==> src/rtl/readout_pkg.sv <==
// Shared types for the readout trigger scheduler: FSM state encoding and
// the saturating shot counter helper.
package readout_pkg;

    typedef enum logic [1:0] {
        ST_IDLE  = 2'd0,
        ST_ARM   = 2'd1,
        ST_BUSY  = 2'd2,
        ST_WRITE = 2'd3
    } sched_state_t;

    localparam int SHOT_W = 32;

    function automatic logic [SHOT_W-1:0] sat_inc(input logic [SHOT_W-1:0] v);
        return (&v) ? v : v + SHOT_W'(1);
    endfunction

endpackage

==> src/rtl/readout_trig_sched_if.sv <==
// Classifier handshake and result-BRAM write port of the readout scheduler.
// master = scheduler side, slave = classifier / BRAM side.
interface readout_trig_sched_if #(
    parameter int NUM_CH         = 4,
    parameter int PRED_BITS      = 2,
    parameter int BRAM_ADDR_BITS = 14
);
    localparam int CH_W = $clog2(NUM_CH);

    logic [CH_W-1:0]           ch_sel;
    logic                      cls_trigger;
    logic                      cls_we;
    logic [PRED_BITS-1:0]      cls_data;
    logic [BRAM_ADDR_BITS-1:0] out_ADDR;
    logic [PRED_BITS-1:0]      out_DATA;
    logic                      out_WE;

    modport master (
        output ch_sel, cls_trigger, out_ADDR, out_DATA, out_WE,
        input  cls_we, cls_data
    );

    modport slave (
        input  ch_sel, cls_trigger, out_ADDR, out_DATA, out_WE,
        output cls_we, cls_data
    );

endinterface

==> src/rtl/rr_arbiter.sv <==
// Combinational round-robin arbiter: searches req starting at start_ptr
// and returns the first requester as one-hot and as an index.
module rr_arbiter #(
    parameter int N = 4,
    localparam int W = $clog2(N)
) (
    input  logic [N-1:0] req,
    input  logic [W-1:0] start_ptr,
    output logic [N-1:0] gnt,
    output logic [W-1:0] gnt_idx,
    output logic         gnt_vld
);

    logic [W-1:0] idx;

    // NOTE: every output gets a default before the search loop so no latch is inferred.
    always_comb begin
        gnt     = '0;
        gnt_idx = '0;
        gnt_vld = 1'b0;
        idx     = start_ptr;
        for (int i = 0; i < N; i++) begin
            idx = start_ptr + W'(i);  // N is a power of two, so this wraps naturally
            if (!gnt_vld && req[idx]) begin
                gnt_vld  = 1'b1;
                gnt_idx  = idx;
                gnt[idx] = 1'b1;
            end
        end
    end

endmodule

==> src/rtl/readout_trig_sched.sv <==
// Shares one classifier between NUM_CH readout channels: queues shot triggers,
// serialises them round-robin, and writes each prediction to a per-channel BRAM slice.
module readout_trig_sched
    import readout_pkg::*;
#(
    parameter int NUM_CH         = 4,
    parameter int PRED_BITS      = 2,
    parameter int BRAM_ADDR_BITS = 14,
    parameter int TIMEOUT        = 1023
) (
    input  logic              ap_clk,
    input  logic              ap_rst_n,
    input  logic [NUM_CH-1:0] ch_trig,
    input  logic              clear,
    readout_trig_sched_if.master bus,
    output logic [NUM_CH-1:0] ovf_sticky,
    output logic              tmo_sticky,
    output logic [SHOT_W-1:0] shot_count
);

    localparam int CH_W  = $clog2(NUM_CH);
    localparam int CNT_W = BRAM_ADDR_BITS - CH_W;
    localparam int TO_W  = $clog2(TIMEOUT + 1);
    localparam logic [TO_W-1:0] TO_LAST = TO_W'(TIMEOUT - 1);

    sched_state_t          state;
    logic [CH_W-1:0]       ch_sel_q;
    logic [CH_W-1:0]       rr_ptr;
    logic [NUM_CH-1:0]     pending;
    logic [CNT_W-1:0]      addr_cnt [NUM_CH];
    logic [TO_W-1:0]       busy_cnt;
    logic [PRED_BITS-1:0]  pred_q;
    logic                  cls_trigger_q;
    logic                  out_we_q;
    logic [BRAM_ADDR_BITS-1:0] out_addr_q;
    logic [PRED_BITS-1:0]  out_data_q;

    logic [NUM_CH-1:0] gnt;
    logic [CH_W-1:0]   gnt_idx;
    logic              gnt_vld;
    logic [NUM_CH-1:0] grant_now;
    logic [NUM_CH-1:0] active;
    logic [NUM_CH-1:0] ovf_set;
    logic              tmo_evt;
    logic              wr_evt;

    rr_arbiter #(.N(NUM_CH)) u_rr_arbiter (
        .req       (pending),
        .start_ptr (rr_ptr),
        .gnt       (gnt),
        .gnt_idx   (gnt_idx),
        .gnt_vld   (gnt_vld)
    );

    // A retrigger landing on the same edge its pending bit is consumed is a new
    // shot, not an overflow; only a busy channel or an unconsumed pending drops it.
    always_comb begin
        grant_now = (state == ST_IDLE) ? gnt : '0;
        active    = '0;
        if (state != ST_IDLE) active[ch_sel_q] = 1'b1;
        ovf_set   = ch_trig & ((pending & ~grant_now) | active);
        tmo_evt   = (state == ST_BUSY) && !bus.cls_we && (busy_cnt == TO_LAST);
        wr_evt    = (state == ST_WRITE);
    end

    always_ff @(posedge ap_clk or negedge ap_rst_n) begin
        if (!ap_rst_n) pending <= '0;
        else           pending <= (pending & ~grant_now) | (ch_trig & ~ovf_set);
    end

    always_ff @(posedge ap_clk or negedge ap_rst_n) begin
        if (!ap_rst_n) begin
            state         <= ST_IDLE;
            ch_sel_q      <= '0;
            rr_ptr        <= '0;
            busy_cnt      <= '0;
            pred_q        <= '0;
            cls_trigger_q <= 1'b0;
            out_we_q      <= 1'b0;
            out_addr_q    <= '0;
            out_data_q    <= '0;
            // NOTE: addr_cnt is a small flop array, not a RAM, so it can take the async reset.
            for (int i = 0; i < NUM_CH; i++) addr_cnt[i] <= '0;
        end else begin
            cls_trigger_q <= 1'b0;
            out_we_q      <= 1'b0;
            case (state)
                ST_IDLE: begin
                    if (gnt_vld) begin
                        ch_sel_q <= gnt_idx;
                        rr_ptr   <= gnt_idx + CH_W'(1);
                        state    <= ST_ARM;
                    end
                end
                ST_ARM: begin
                    cls_trigger_q <= 1'b1;
                    busy_cnt      <= '0;
                    state         <= ST_BUSY;
                end
                ST_BUSY: begin
                    if (bus.cls_we) begin
                        pred_q <= bus.cls_data;
                        state  <= ST_WRITE;
                    end else if (busy_cnt == TO_LAST) begin
                        pred_q <= '0;
                        state  <= ST_WRITE;
                    end else begin
                        busy_cnt <= busy_cnt + TO_W'(1);
                    end
                end
                ST_WRITE: begin
                    out_we_q           <= 1'b1;
                    out_addr_q         <= {ch_sel_q, addr_cnt[ch_sel_q]};
                    out_data_q         <= pred_q;
                    addr_cnt[ch_sel_q] <= addr_cnt[ch_sel_q] + CNT_W'(1);
                    state              <= ST_IDLE;
                end
                default: state <= ST_IDLE;
            endcase
        end
    end

    // A fresh event on the clear edge survives the clear.
    always_ff @(posedge ap_clk or negedge ap_rst_n) begin
        if (!ap_rst_n) begin
            ovf_sticky <= '0;
            tmo_sticky <= 1'b0;
            shot_count <= '0;
        end else begin
            ovf_sticky <= (clear ? '0 : ovf_sticky) | ovf_set;
            tmo_sticky <= tmo_evt | (tmo_sticky & ~clear);
            if (wr_evt)     shot_count <= clear ? SHOT_W'(1) : sat_inc(shot_count);
            else if (clear) shot_count <= '0;
        end
    end

    assign bus.ch_sel      = ch_sel_q;
    assign bus.cls_trigger = cls_trigger_q;
    assign bus.out_WE      = out_we_q;
    assign bus.out_ADDR    = out_addr_q;
    assign bus.out_DATA    = out_data_q;

endmodule

==> src/flat_wrapper.sv <==
// flat-port wrapper written by rule: the top's interface ports become plain ports
module readout_trig_sched_flat import readout_pkg::*;
#(
    parameter int NUM_CH         = 4,
    parameter int PRED_BITS      = 2,
    parameter int BRAM_ADDR_BITS = 14,
    parameter int TIMEOUT        = 1023
)
  (ap_clk, ap_rst_n, ch_trig, clear, ovf_sticky, tmo_sticky, shot_count, bus_ch_sel, bus_cls_trigger, bus_out_ADDR, bus_out_DATA, bus_out_WE, bus_cls_we, bus_cls_data);
  readout_trig_sched_if #(.NUM_CH(NUM_CH), .PRED_BITS(PRED_BITS), .BRAM_ADDR_BITS(BRAM_ADDR_BITS)) bus_i ();
  input  logic ap_clk;
  input  logic ap_rst_n;
  input  logic [NUM_CH-1:0] ch_trig;
  input  logic clear;
  output logic [NUM_CH-1:0] ovf_sticky;
  output logic tmo_sticky;
  output logic [SHOT_W-1:0] shot_count;
  output wire logic [$bits(bus_i.ch_sel)-1:0] bus_ch_sel;
  output wire logic [$bits(bus_i.cls_trigger)-1:0] bus_cls_trigger;
  output wire logic [$bits(bus_i.out_ADDR)-1:0] bus_out_ADDR;
  output wire logic [$bits(bus_i.out_DATA)-1:0] bus_out_DATA;
  output wire logic [$bits(bus_i.out_WE)-1:0] bus_out_WE;
  input wire logic [$bits(bus_i.cls_we)-1:0] bus_cls_we;
  input wire logic [$bits(bus_i.cls_data)-1:0] bus_cls_data;
  assign bus_ch_sel = bus_i.ch_sel;
  assign bus_cls_trigger = bus_i.cls_trigger;
  assign bus_out_ADDR = bus_i.out_ADDR;
  assign bus_out_DATA = bus_i.out_DATA;
  assign bus_out_WE = bus_i.out_WE;
  assign bus_i.cls_we = bus_cls_we;
  assign bus_i.cls_data = bus_cls_data;
  readout_trig_sched #(.NUM_CH(NUM_CH), .PRED_BITS(PRED_BITS), .BRAM_ADDR_BITS(BRAM_ADDR_BITS), .TIMEOUT(TIMEOUT)) u_core (.ap_clk(ap_clk), .ap_rst_n(ap_rst_n), .ch_trig(ch_trig), .clear(clear), .bus(bus_i), .ovf_sticky(ovf_sticky), .tmo_sticky(tmo_sticky), .shot_count(shot_count));
endmodule
==> config.mk <==
export PLATFORM = sky130hd
export DESIGN_NAME = readout_trig_sched_flat
export DESIGN_NICKNAME = d
export VERILOG_FILES = /design/src/rtl/readout_pkg.sv /design/src/rtl/readout_trig_sched_if.sv /design/src/rtl/rr_arbiter.sv /design/src/rtl/readout_trig_sched.sv /design/src/flat_wrapper.sv
export SDC_FILE = /design/constraint.sdc
export NUM_CORES = 1
export LEC_CHECK = 0
export CAP_MARGIN = 10
export CORE_MARGIN = 5
export CORE_UTILIZATION = 32
export CTS_CLUSTER_SIZE = 28
export DETAILED_ROUTE_END_ITERATION = 6
export MAX_ROUTING_LAYER = met4
export PLACE_DENSITY = 0.56
export SLEW_MARGIN = 10
export SYNTH_ARGS = -nofsm -noshare
export SYNTH_HDL_FRONTEND = slang
export SYNTH_HIERARCHICAL = 1
export SYNTH_SLANG_ARGS = --single-unit
==> constraint.sdc <==
create_clock -name ap_clk -period 3.2 [get_ports ap_clk]
set_input_delay 0.96 -clock ap_clk [delete_from_list [all_inputs] [get_ports ap_clk]]
set_output_delay 0.96 -clock ap_clk [all_outputs]
set_load 0.02 [all_outputs]
==> impl_summary.txt <==
----------------------------------------------------
[Logic synthesis]
  Primary flip-flop cell chosen by synthesis mapping ... sky130_fd_sc_hd__dfrtp_1
  Net Count, Synth ... 629
  Number of library cell types mapped by synthesis ... 55
  Fraction of registers with async set or reset after synthesis ... 100.0%
  Top cell type's share of synthesized area ... 49.37%
  Cell count after synthesis ... 605
  Leading cell types by total area after synthesis ... sky130_fd_sc_hd__dfrtp_1 49%, sky130_fd_sc_hd__mux4_2 5.0%, sky130_fd_sc_hd__o21ai_0 4.9%
  Number of warnings issued by yosys ... 6
  Cell type contributing the most total cell area after synthesis ... sky130_fd_sc_hd__dfrtp_1
  Number of synthesized flops with an enable pin ... 0
  Flip-flop and latch count after synthesis ... 125
  Cell area after synthesis ... ~6300 µm²
  Mapped Avg Cell Area ... 10.47 µm²
  Sequential area share after synthesis ... 49.37%

[Layout]
  Most common cell after layout, fill and taps aside ... sky130_fd_sc_hd__dfrtp_1
  Count of antenna diodes in the layout ... 0
  Multi-input gate area ... between 2000 and 3000 µm²
  Layout filler cell count ... 1866
  Highest-count cells in the layout ignoring fill and taps ... 125 x sky130_fd_sc_hd__dfrtp_1, 65 x sky130_fd_sc_hd__clkdlybuf4s50_1, 63 x sky130_fd_sc_hd__nand2_1
  Layout cell share with drive strength beyond 1 ... 14.83%
  Fin nets ... 699
  Sequential cell area in the final layout ... ~3100 µm²
  Signed area change from the synthesized netlist to the final layout ... 25.22%
  Cell Count, Final, Fillers Out ... 953
  Core occupancy in the finished layout ... 40.77%

[Worst hold path]
  Number of cells on the worst hold path ... 2
  Hold/Removal Path Class ... flop to flop

[Route]
  WL/cell ... 16.21 µm
  Via count ... 5000
  Number of nets still failing antenna checks after routing ... 0
  Final routed wirelength across all metal layers ... 15.45 mm
  Drt initial violations ... 442
  Drt drc ... 0
  Vias per inst ... 5.247
  Number of iterations in the first detailed-routing pass ... 5

[Timing]
  Highest achievable clock rate ... 356.3 MHz
  Share of the clock period used by the worst path after layout ... 87.70%
  RSZ-0062 raised after global routing ... false
  Number of slew-limit violations in the final report ... 0
  Tightest Pin Transition ... approximately 0.74 ns
  Setup-failing EPs final ... 0
  Clock Skew ... 0.009805 ns
  Final Hold Violating Endpoints ... 0
  Min Clock Period, post-route ... 2.806 ns
  Setup Total Neg Slack ... 0 ns
  Remaining max-slew budget at the tightest pin ... about 50%

[Clocking]
  H-tree depth ... 4
  Clock-pin slew on the worst setup and hold paths ... 0.06 ns
  CTS resizes ... 0
  Clock Latency Late Sink ... 0.42 ns
  Bufs on Longest Clock Path ... 2
  Hold buffer count at cts ... 0
  CTS Root Cell ... sky130_fd_sc_hd__clkbuf_16
  Clock sinks ... 125
  Post-CTS setup buffer count ... 0
  Clock tree from TritonCTS ... done
  Number of buffers created by CTS ... 17

[Die]
  Starting Density ... 32.56%
  Die X-Extent ... 150.7 µm
  Number of placement rows ... 51
  DIE AREA ... 22720 µm²
  Number of top-level pins ... 67
  Core outline area ... 19460 µm²
  Overall die height ... roughly 150 µm

[Setup path]
  Worst setup path endpoint ... u_core/ovf_sticky[3]
  FF-to-FF path depth ... 9
  Crit path largest cell delay ... 0.65 ns
  Type of element capturing the critical path ... flop
  Origin of the worst setup path ... u_core/rr_ptr[0]
  Startpoint of the lowest-slack register-to-register path ... u_core/rr_ptr[0]
  Maximum net fanout on the critical path ... 14
  Required arrival time at the worst endpoint ... 3.51 ns
  RR Endpoint ... u_core/ovf_sticky[3]
  Type of origin of the critical path ... flop
  Cell with the largest stage delay on the worst path ... sky130_fd_sc_hd__dfrtp_1
  Arrival time of the worst setup path ... 3.11 ns
  Cells along the critical path ... inv_1 > ha_1 > mux4_2 > nor4b_4 > a22oi_1 > o21ai_0 > a21boi_0 > o21bai_1 > a22o_1
  Setup slack of the worst register-to-register path ... 0.39 ns
  Worst setup path class ... flop to flop

[Pwr]
  Internal power consumption ... 0.004633 W
  Power density over cell area ... between 900 and 1000 nW/µm²
  Switching component of the power ... ~0.0027 W
  Flop pwr share ... about 34%
  Static Leakage ... slightly above 3 nW
  Switching part of the total power ... 36.93%
  Worst-case vdd ir drop ... between 400 and 500 µV
  Combinational share of power ... 39.8%
  Part of the power in the clock network ... 26.4%

[Global route]
  Antenna violations before repair ... 0
  Pin count of the biggest net entering global routing ... 48
  Overall global routing resource usage ... 14.45%
  GRT overflow ... 0
  Vias in the first global route ... 4956
  Global-route wire length before repair ... between 20 and 30 mm

[Placement]
  DP Cell Count ... 921
  Gpl congestion ... around 0.9
  Post-DP HPWL ... between 10 and 15 mm
  Number of I/O port buffers ... between 60 and 70

[Flow run]
  Maximum Capacitance Violations ... 0

[Status]
  Outcome ... finished clean

----------------------------------------------------
## metrics by stage
stage | power, W | instance area, µm² | hold WS (ns) | worst slack (ns)
after global placement | 0.005328 | 7332 | 0.4559 | 0.4859
after CTS | 0.007423 | 7934 | 0.4819 | 0.3839
final | 0.007346 | 7934 | 0.4744 | 0.3936
after global routing | 0.007839 | 7934 | 0.4978 | 0.08062
after floorplan | 0.004504 | 6336 | 0.4446 | 0.7541
after detailed placement | 0.005436 | 7332 | 0.4686 | 0.4185
## logic make-up after synthesis
group | after synthesis | share of synthesized area [%]
AO/OA/AOI/OAI | 151 | 14.67
AND/OR/NAND/NOR | 198 | 15.98
XOR/XNOR | 20 | 2.765
flip-flops | 125 | 49.37
multiplexers | 44 | 10.74
adder cells (fa/ha/maj) | 14 | 2.765
buffers and inverters | 53 | 3.712
## sequential cells by signal, summed over array words and instances, names as in the netlist
signal and cells:
u_core/pending 4, u_core/bus.out_WE 1, u_core/bus.out_DATA 2, u_core/tmo_sticky 1, u_core/busy_cnt 10, u_core/bus.ch_sel 2, u_core/shot_count 32, u_core/bus.out_ADDR 14
u_core/state 2, u_core/bus.cls_trigger 1, u_core/addr_cnt 48, u_core/rr_ptr 2, u_core/pred_q 2, u_core/ovf_sticky 4
## synthesized netlist by cell type (8+ instances only)
cell                       instances
sky130_fd_sc_hd__ha_1             14
sky130_fd_sc_hd__inv_1            23
sky130_fd_sc_hd__o31ai_1          10
sky130_fd_sc_hd__nand4_1           8
sky130_fd_sc_hd__mux2_2           25
sky130_fd_sc_hd__clkbuf_1         19
sky130_fd_sc_hd__xnor2_1          18
sky130_fd_sc_hd__a21oi_1          36
sky130_fd_sc_hd__a22oi_1           8
sky130_fd_sc_hd__nor3_1           11
sky130_fd_sc_hd__or4_1            15
sky130_fd_sc_hd__nor2_1           33
sky130_fd_sc_hd__nand3_1          23
sky130_fd_sc_hd__dfrtp_1         125
sky130_fd_sc_hd__o21ai_0          62
sky130_fd_sc_hd__nor4_1            8
sky130_fd_sc_hd__mux4_2           14
sky130_fd_sc_hd__nand2_1          63
sky130_fd_sc_hd__or3_1            16
## per-layer routing
layer	track usage [%]	share of wire, %	vias up
met1	17.75	45	2495
li1	-	-	2354
met3	3.823	4.9	16
met2	23.55	49	135
met4	4.261	1.1	0
met5	-	0	-
## area by class of cell
cell class                 count  area share, %
multi-input combinational    427          37.53
clock buffer                  20          5.882
timing repair buffer          81          10.19
inverter                      23          1.088
sequential                   125          39.43
clock inverter                12          1.703
tap                          265          4.179
## how the worst min path moves through the flow
stage | end | start | slack [ns]
2_1_floorplan | u_core/addr_cnt[12] | u_core/addr_cnt[12] | 0.44
3_3_place_gp | u_core/addr_cnt[11] | u_core/addr_cnt[11] | 0.46
3_5_place_dp | u_core/addr_cnt[0] | u_core/addr_cnt[0] | 0.47
4_1_cts | u_core/addr_cnt[0] | u_core/addr_cnt[0] | 0.48
5_1_grt | u_core/addr_cnt[20] | u_core/addr_cnt[20] | 0.50
6_report | u_core/addr_cnt[22] | u_core/addr_cnt[22] | 0.47
## critical path: cells and delay by family (launching register included)
family,cells,cell delay [ns]
compound gates,5,0.71
fa+ha+maj,1,0.37
flops,1,0.65
mux,1,0.43
simple gates,1,0.40
buf+inv,1,0.13
## power by group through the flow
| stage | clock network (W) | logic [W] | registers (W) |
|---|---|---|---|
| after floorplan | 0 | 0.00197 | 0.00254 |
| after global placement | 0 | 0.00285 | 0.00248 |
| after detailed placement | 0 | 0.00292 | 0.00251 |
| after CTS | 0.00199 | 0.00295 | 0.00249 |
| after global routing | 0.00206 | 0.00322 | 0.00256 |
| final | 0.00194 | 0.00293 | 0.00248 |
Power figures use the tool's default switching activity.
